File: src/rtl/mips_pkg.sv
// Shared types and constants for the MIPS memory/writeback pipeline stages.
package mips_pkg;

  typedef enum logic [2:0] {
    LdLw  = 3'd0,
    LdLh  = 3'd1,
    LdLhu = 3'd2,
    LdLb  = 3'd3,
    LdLbu = 3'd4
  } load_t;

  localparam logic [1:0] WB_ALU  = 2'd0;
  localparam logic [1:0] WB_MEM  = 2'd1;
  localparam logic [1:0] WB_LINK = 2'd2;

  localparam logic [4:0] REG_ZERO = 5'd0;

endpackage

File: src/rtl/load_align.sv
// Big-endian load lane extraction with sign/zero extension and alignment check.
module load_align
  import mips_pkg::*;
(
  input  logic [31:0] rdata,
  input  logic [1:0]  offset,
  input  load_t       ld_type,
  output logic [31:0] data,
  output logic        misaligned
);

  logic [15:0] half;
  logic [7:0]  byte_sel;

  always_comb begin
    half = offset[1] ? rdata[15:0] : rdata[31:16];
    unique case (offset)
      2'd0:    byte_sel = rdata[31:24];
      2'd1:    byte_sel = rdata[23:16];
      2'd2:    byte_sel = rdata[15:8];
      default: byte_sel = rdata[7:0];
    endcase
  end

  always_comb begin
    data       = rdata;
    misaligned = 1'b0;
    case (ld_type)
      LdLh: begin
        data       = {{16{half[15]}}, half};
        misaligned = offset[0];
      end
      LdLhu: begin
        data       = {16'h0000, half};
        misaligned = offset[0];
      end
      LdLb:    data = {{24{byte_sel[7]}}, byte_sel};
      LdLbu:   data = {24'h000000, byte_sel};
      // LW and any unused encoding take the whole word
      default: misaligned = (offset != 2'd0);
    endcase
  end

endmodule

File: src/rtl/mem_wb_stage.sv
// MEM/WB pipeline register: selects the writeback result, drives the register file
// write port and its forwarding copy, flags misaligned loads and counts retirements.
module mem_wb_stage
  import mips_pkg::*;
(
  input  logic        clk,
  input  logic        rst_n,
  input  logic        m_valid,
  input  logic        m_reg_write,
  input  logic [4:0]  m_dest,
  input  logic [1:0]  m_wb_sel,
  input  logic [2:0]  m_ld_type,
  input  logic [31:0] m_alu_result,
  input  logic [31:0] m_mem_rdata,
  input  logic [31:0] m_link,
  input  logic        stall,
  input  logic        flush,
  output logic        we,
  output logic [4:0]  wa,
  output logic [31:0] wd,
  output logic        fwd_valid,
  output logic [4:0]  fwd_dest,
  output logic [31:0] fwd_data,
  output logic        misalign_exc,
  output logic [31:0] retire_cnt
);

  logic        we_q, we_d;
  logic [4:0]  wa_q, wa_d;
  logic [31:0] wd_q, wd_d;
  logic        exc_q, exc_d;
  logic [31:0] retire_cnt_q, retire_cnt_d;

  logic        take;
  logic        misaligned;
  logic        ld_misaligned;
  logic [31:0] ld_data;
  logic [31:0] result;

  load_align u_load_align (
    .rdata      (m_mem_rdata),
    .offset     (m_alu_result[1:0]),
    .ld_type    (load_t'(m_ld_type)),
    .data       (ld_data),
    .misaligned (ld_misaligned)
  );

  always_comb begin
    take       = m_valid & ~stall & ~flush;
    misaligned = (m_wb_sel == WB_MEM) & ld_misaligned;

    case (m_wb_sel)
      WB_MEM:  result = ld_data;
      WB_LINK: result = m_link;
      default: result = m_alu_result;
    endcase

    // A misaligned load still retires; only its register write is suppressed.
    we_d         = take & m_reg_write & (m_dest != REG_ZERO) & ~misaligned;
    wa_d         = take ? m_dest : 5'd0;
    wd_d         = take ? result : 32'd0;
    exc_d        = take & misaligned;
    retire_cnt_d = retire_cnt_q + {31'd0, take};
  end

  always_ff @(posedge clk or negedge rst_n) begin
    if (!rst_n) begin
      we_q         <= 1'b0;
      wa_q         <= 5'd0;
      wd_q         <= 32'd0;
      exc_q        <= 1'b0;
      retire_cnt_q <= 32'd0;
    end else begin
      we_q         <= we_d;
      wa_q         <= wa_d;
      wd_q         <= wd_d;
      exc_q        <= exc_d;
      retire_cnt_q <= retire_cnt_d;
    end
  end

  assign we           = we_q;
  assign wa           = wa_q;
  assign wd           = wd_q;
  assign fwd_valid    = we_q;
  assign fwd_dest     = wa_q;
  assign fwd_data     = wd_q;
  assign misalign_exc = exc_q;
  assign retire_cnt   = retire_cnt_q;

endmodule

File: config.mk
export PLATFORM = sky130hd
export DESIGN_NAME = mem_wb_stage
export DESIGN_NICKNAME = d
export VERILOG_FILES = /design/src/rtl/mips_pkg.sv /design/src/rtl/load_align.sv /design/src/rtl/mem_wb_stage.sv
export SDC_FILE = /design/constraint.sdc
export NUM_CORES = 1
export LEC_CHECK = 0
export BUFFER_PORTS_ARGS = -buffer_cell sky130_fd_sc_hd__buf_2
export CAP_MARGIN = 20
export CORE_MARGIN = 1
export CORE_UTILIZATION = 51
export DETAILED_ROUTE_END_ITERATION = 8
export PLACE_DENSITY_LB_ADDON = 0.15
export REMOVE_ABC_BUFFERS = 1
export SYNTH_ARGS = -nofsm -noshare
export SYNTH_HDL_FRONTEND = slang
export SYNTH_HIERARCHICAL = 1
export SYNTH_SLANG_ARGS = --single-unit
File: constraint.sdc
create_clock -name clk -period 3.2 [get_ports clk]
set_input_delay 0.32 -clock clk [delete_from_list [all_inputs] [get_ports clk]]
set_output_delay 0.32 -clock clk [all_outputs]
set_load 0.05 [all_outputs]
* Word-level counts from Yosys, hierarchy flattened
Index checks and enable logic that the tools add are counted.
** Storage, ports and cells
- Output and inout port bits :: 109
- Input bits :: 112
- Flip-flop bits (word level) :: 71
** Operators by class
- Reduce and logical (&&, ||, !) cells :: 5
- $add $sub $neg :: 1
- Mux-type cells :: 7
- Bitwise logic cells :: 10
- Eq/ne operators :: 8
** Operators with widths (number)
- $pmux 32 s4 :: 1
- $pmux 32 s2 :: 1
- $add 32x1->32 :: 1
- $mux 32 :: 1
- $pmux 8 s3 :: 1
- $mux 16 :: 1
- $and 1x1->1 :: 7
- $eq 3x2->1 const B :: 2
- $mux 5 :: 1
- $reduce_bool 5->1 :: 1
- $eq 2x1->1 const B :: 2
- $eq 2x2->1 const B :: 2
- $reduce_or 2->1 :: 2
- $eq 3x1->1 const B :: 1
- $eq 3x3->1 const B :: 1
- $not 1->1 :: 3
- $logic_not 2->1 :: 1
- $pmux 1 s2 :: 1
- $reduce_bool 2->1 :: 1

* Depth between registers and ports, before layout
- Depth in word-level cells :: 6
- Mapped depth :: 10
- Depth with buffers taken out :: 9

* By module
Netlist, hierarchy kept.
** By module, submodules not included
- mem_wb_stage :: sequential area each 1776.7 um^2, area an instance 3537.1 um^2, instances 1, cells an instance 367
- load_align :: sequential area each 0.0 um^2, area an instance 1202.4 um^2, instances 1, cells an instance 151

* Worst setup path before layout
No wires, ideal clock.
- Kind :: input -> register
- Start point :: in m_alu_result[0]
- End point :: reg wd_q[30] (netlist: fwd_data[30])
- Required time :: 3.068 ns
- Path slack :: 1.178 ns
- Cell stages on the path :: 9
- Arrival time :: 1.890 ns
- Cells stage by stage :: buf_6 > mux4_2 > a22o_4 > buf_6 > a21o_1 > a22oi_1 > nor2_1 > a21oi_1 > nor2_1
** On the way
- Cells in the longest elaborated chain, start to end :: 5
- Elaborated cells on any way between the ends :: 7
- Classes of those cells :: eq/ne (2); mux (4); reduce/logical (1)
** Ends and longest elaborated chain
- from (decl) :: line mem_wb_stage.sv:13 : input logic [31:0] m_alu_result,
- $eq 2x2->1 (tied with other cells) :: line load_align.sv:17 : unique case (offset)
- $pmux 8 s3 (*) :: line load_align.sv:17
- $pmux 32 s4 (*) :: line load_align.sv:28 : case (ld_type)
- via ld_data[30] :: line mem_wb_stage.sv:37 : logic [31:0] ld_data;
- $pmux 32 s2 (*) :: line mem_wb_stage.sv:52 : case (m_wb_sel)
- $mux 32 (*) :: line mem_wb_stage.sv:61 : wd_d = take ? result : 32'd0;
- via wd_d[30] :: line mem_wb_stage.sv:30 : logic [31:0] wd_q, wd_d;
- to (signal assigned) :: line mem_wb_stage.sv:76 : wd_q <= wd_d;
- to (decl) :: line mem_wb_stage.sv:30
Mark *: on every way through the listed nets, which the timed path passes. The rest lies on a longest branch.

* Worst setup path in the final report
- Start point :: in m_ld_type[1]
- End point :: reg wd_q[14] (netlist: fwd_data[14])
** On the way
- Cells in the longest elaborated chain, start to end :: 4
- Elaborated cells on any way between the ends :: 7
- Classes of those cells :: eq/ne (4); mux (3)
** Ends and longest elaborated chain
- from (decl) :: line mem_wb_stage.sv:12 : input logic [2:0] m_ld_type,
- $eq 3x3->1 (tied with other cells) :: line load_align.sv:28
- $pmux 32 s4 (*) :: line load_align.sv:28
- via ld_data[14] :: line mem_wb_stage.sv:37
- $pmux 32 s2 (*) :: line mem_wb_stage.sv:52
- $mux 32 (*) :: line mem_wb_stage.sv:61
- via wd_d[14] :: line mem_wb_stage.sv:30
Marks and branches as above.

==> run_results.csv <==
group,metric,value,unit
timing,final-max-slew-violation-count,0,
finish,areaGrowthSynthToFinish,21.3,%
setup_path,crit_path_end_kind,"flip-flop",
worst_hold_path,hold_path_class,"in2async",
setup_path,criticalPathCategory,"in2reg",
setup_path,crit_buf_inv,1,
synthesis,synth.cell_area,4740,µm²
timing,min_period,2.10,ns
synthesis,yosysMostFrequentCell,"nor2_1",
setup_path,crit_chain,"buf_2 -> nand2b_1 -> o32ai_1 -> o21ai_0 -> a22oi_1 -> nor2_1 -> a21oi_1 -> nor2_1",
finish,nFillCells,794,
drt,vias_per_cell,5.66,
drt,wl_per_cell,17.0,µm
placed_design,place.gp.congestion,0.822,
synthesis,synthCells,518,
clocking,post-cts-setup-buffers,0,
clocking,cts_buffer_depth,2,
pwr,vdd_drop_max,228,µV
drt,drtAntennaViolNets,0,
drt,dr.pass1.iters,9,
synthesis,yosys.area.top_type_share,0.375,
drt,post-route-drc-count,13,
global_routing,busiest_layer,"met2",
timing,fin_setup_tns,0,ns
pwr,p_per_area,414,nW/µm²
synthesis,yosys.area.top_type,"dfrtp_1",
finish,antennaDiodeCount,0,
setup_path,crit_slowest_cell,"nand2b_1",
global_routing,grt_first_pass_wirelength,21.8,mm
timing,rsz0062_at_grt,"false",
finish,nets,793,
synthesis,yosys-top-cells-area,"dfrtp_1 (37%), buf_4 (6.0%), nor2_1 (5.9%)",
global_routing,grt_max_degree,65,
synthesis,synth-async-reset-ratio,1.00,
clocking,clk_pin_slew,0.09,ns
clocking,clk_latency,0.36,ns
synthesis,synth_seq_cells,71,
setup_path,reg2reg_slack,1.36,ns
floorplan,fp.dieH,98.4,µm
floorplan,die-width,98.4,µm
finish,drive_above_1_share,0.404,
timing,hold_viol_final,4,
global_routing,use_met2,0.476,
synthesis,avgSynthCellArea,9.15,µm²
timing,post-route-period-util,0.657,
clocking,cts_hold_buf,0,
setup_path,worstPathArrival,2.34,ns
setup_path,crit_path_start_kind,"input pin",
setup_path,cp_top_family,"compound AO/OA/AOI/OAI gates",
drt,drt_iter0_markers,334,
run,drv_cap,0,
synthesis,yosys-top-cells-count,"nor2_1 (75), dfrtp_1 (71), buf_4 (38), o21ai_0 (38), a21oi_1 (33)",
setup_path,path_max_fanout,39,
timing,hold_slack,-0.00500,ns
global_routing,grt_pass1_vias,4370,
global_routing,grt_overflow,0,
synthesis,synth-edff-count,0,
timing,finalSetupViolCount,0,
global_routing,antenna_found_initial,0,
global_routing,grtUsageTotal,0.284,
synthesis,synth-main-ff-cell,"dfrtp_1",
timing,fmax,476,MHz
pwr,p_leak,3.04,nW
run_status,failed_checks,"DRC, hold timing",
synthesis,yosysSeqAreaShare,0.375,
floorplan,start_util,0.536,
global_routing,use_met3,0.0573,
floorplan,io_pins,221,
setup_path,cp.required,3.44,ns
clocking,h-tree-depth,3,
global_routing,grt_util_met1,0.372,
timing,fin_skew,0.0176,ns
finish,final_core_util,0.650,
floorplan,num_rows,34,
setup_path,path_common_cell,"nor2_1",
clocking,clock-sinks,71,
clocking,cts-root-buf,"clkbuf_8",
run_status,status,"finished with violations",
clocking,cts_tree,"yes",
timing,worst_pin_slew,0.733,ns
clocking,cts_resized,0,
floorplan,dieArea,9680,µm²
clocking,cts_buffers,9,
synthesis,synth_warnings,6,
drt,wl,13.4,mm
synthesis,yosysUniqueCellTypes,40,
floorplan,core,8850,µm²
placed_design,hpwl,9.62,mm
setup_path,critical_path.max_stage_delay,0.53,ns
drt,vias,4462,
timing,relSlewSlack,0.511,
placed_design,port_buffers,220,
-- power breakdown --
| group | internal, mW | switching (mW) |
|---|---|---|
| logic | 0.225 | 0.458 |
| clock network | 0.299 | 0.411 |
| registers | 0.941 | 0.0491 |
| total | 1.46 | 0.918 |
-- worst register-to-register path: stages (launching register included) --
cell and delay, ns:
dfrtp_1 0.40, ha_1 0.19, ha_1 0.18, and3_1 0.23, and2_1 0.41, nand4_1 0.17, xnor2_1 0.16
-- final cells by class --
type                       count  area (µm²)  area share
multi-input combinational    358        2460       0.428
sequential                    71        1780       0.309
inverter                       8        30.0     0.00522
tap                          108         135      0.0235
clock buffer                   9         124      0.0215
clock inverter                 7        63.8      0.0111
timing repair buffer         228        1160       0.202
-- final timing paths --
check                           cells past startpoint              to             start
worst min register to register                      1  retire_cnt[31]    retire_cnt[31]
worst max-delay path                                8    fwd_data[14]      m_ld_type[1]
worst min-delay path                                1     fwd_data[6]             rst_n
worst max register to register                      6  retire_cnt[18]     retire_cnt[0]
min in group clk                                    3    fwd_data[27]  m_alu_result[27]
max in group asynchronous                           2       fwd_valid             rst_n
-- cells by family (layout without fill, tap and decap cells) --
group	Yosys count	count (layout)	synth area share
buffers and inverters	89	252	0.107
XOR/XNOR	31	31	0.0573
AO/OA/AOI/OAI	172	172	0.255
multiplexers	9	9	0.0459
AND/OR/NAND/NOR	140	140	0.145
adder cells (fa/ha/maj)	6	6	0.0153
flip-flops	71	71	0.375
-- cells in the final DEF, fill, tap and decap left out, drive strengths merged, types with 2 or more instances in the layout --
cell / Yosys / layout
clkbuf: 31 / 9
o21ai: 40 / 40
ha: 5 / 5
buf: 50 / 228
nand2b: 2 / 2
a21o: 16 / 16
nor3: 2 / 2
nand3: 16 / 16
and3: 11 / 11
xor2: 6 / 6
a21oi: 33 / 33
o32ai: 16 / 16
nand2: 8 / 8
nor3b: 2 / 2
nor4: 3 / 3
mux4: 8 / 8
o21ba: 17 / 17
a22oi: 32 / 32
and2: 3 / 3
dfrtp: 71 / 71
nand4: 16 / 16
inv: 8 / 12
clkinvlp: 0 / 2
xnor2: 25 / 25
nor2: 75 / 75
o2bb2ai: 16 / 16
-- per-layer routing --
metal	routed length (µm)	share of wire
met1	5760	0.43
met4	113	0.0084
met2	6630	0.49
met5	0	0
met3	913	0.068
-- sequential cells by signal, indices dropped and copies added, names as in the netlist --
| name | count |
|---|---|
| fwd_valid | 1 |
| retire_cnt | 32 |
| fwd_data | 32 |
| misalign_exc | 1 |
| fwd_dest | 5 |
-- per-stage QoR --
step	cells	power [mW]	worst slack, ns	instance area [µm²]
after floorplan	437	1.43	0.712	4260
after global placement	773	1.68	0.836	5560
after detailed placement	773	1.69	0.832	5560
after CTS	789	2.40	1.21	5750
after global routing	789	2.50	0.903	5750
final	789	2.38	1.10	5750
Note: power is estimated with default switching activity, not from simulation.
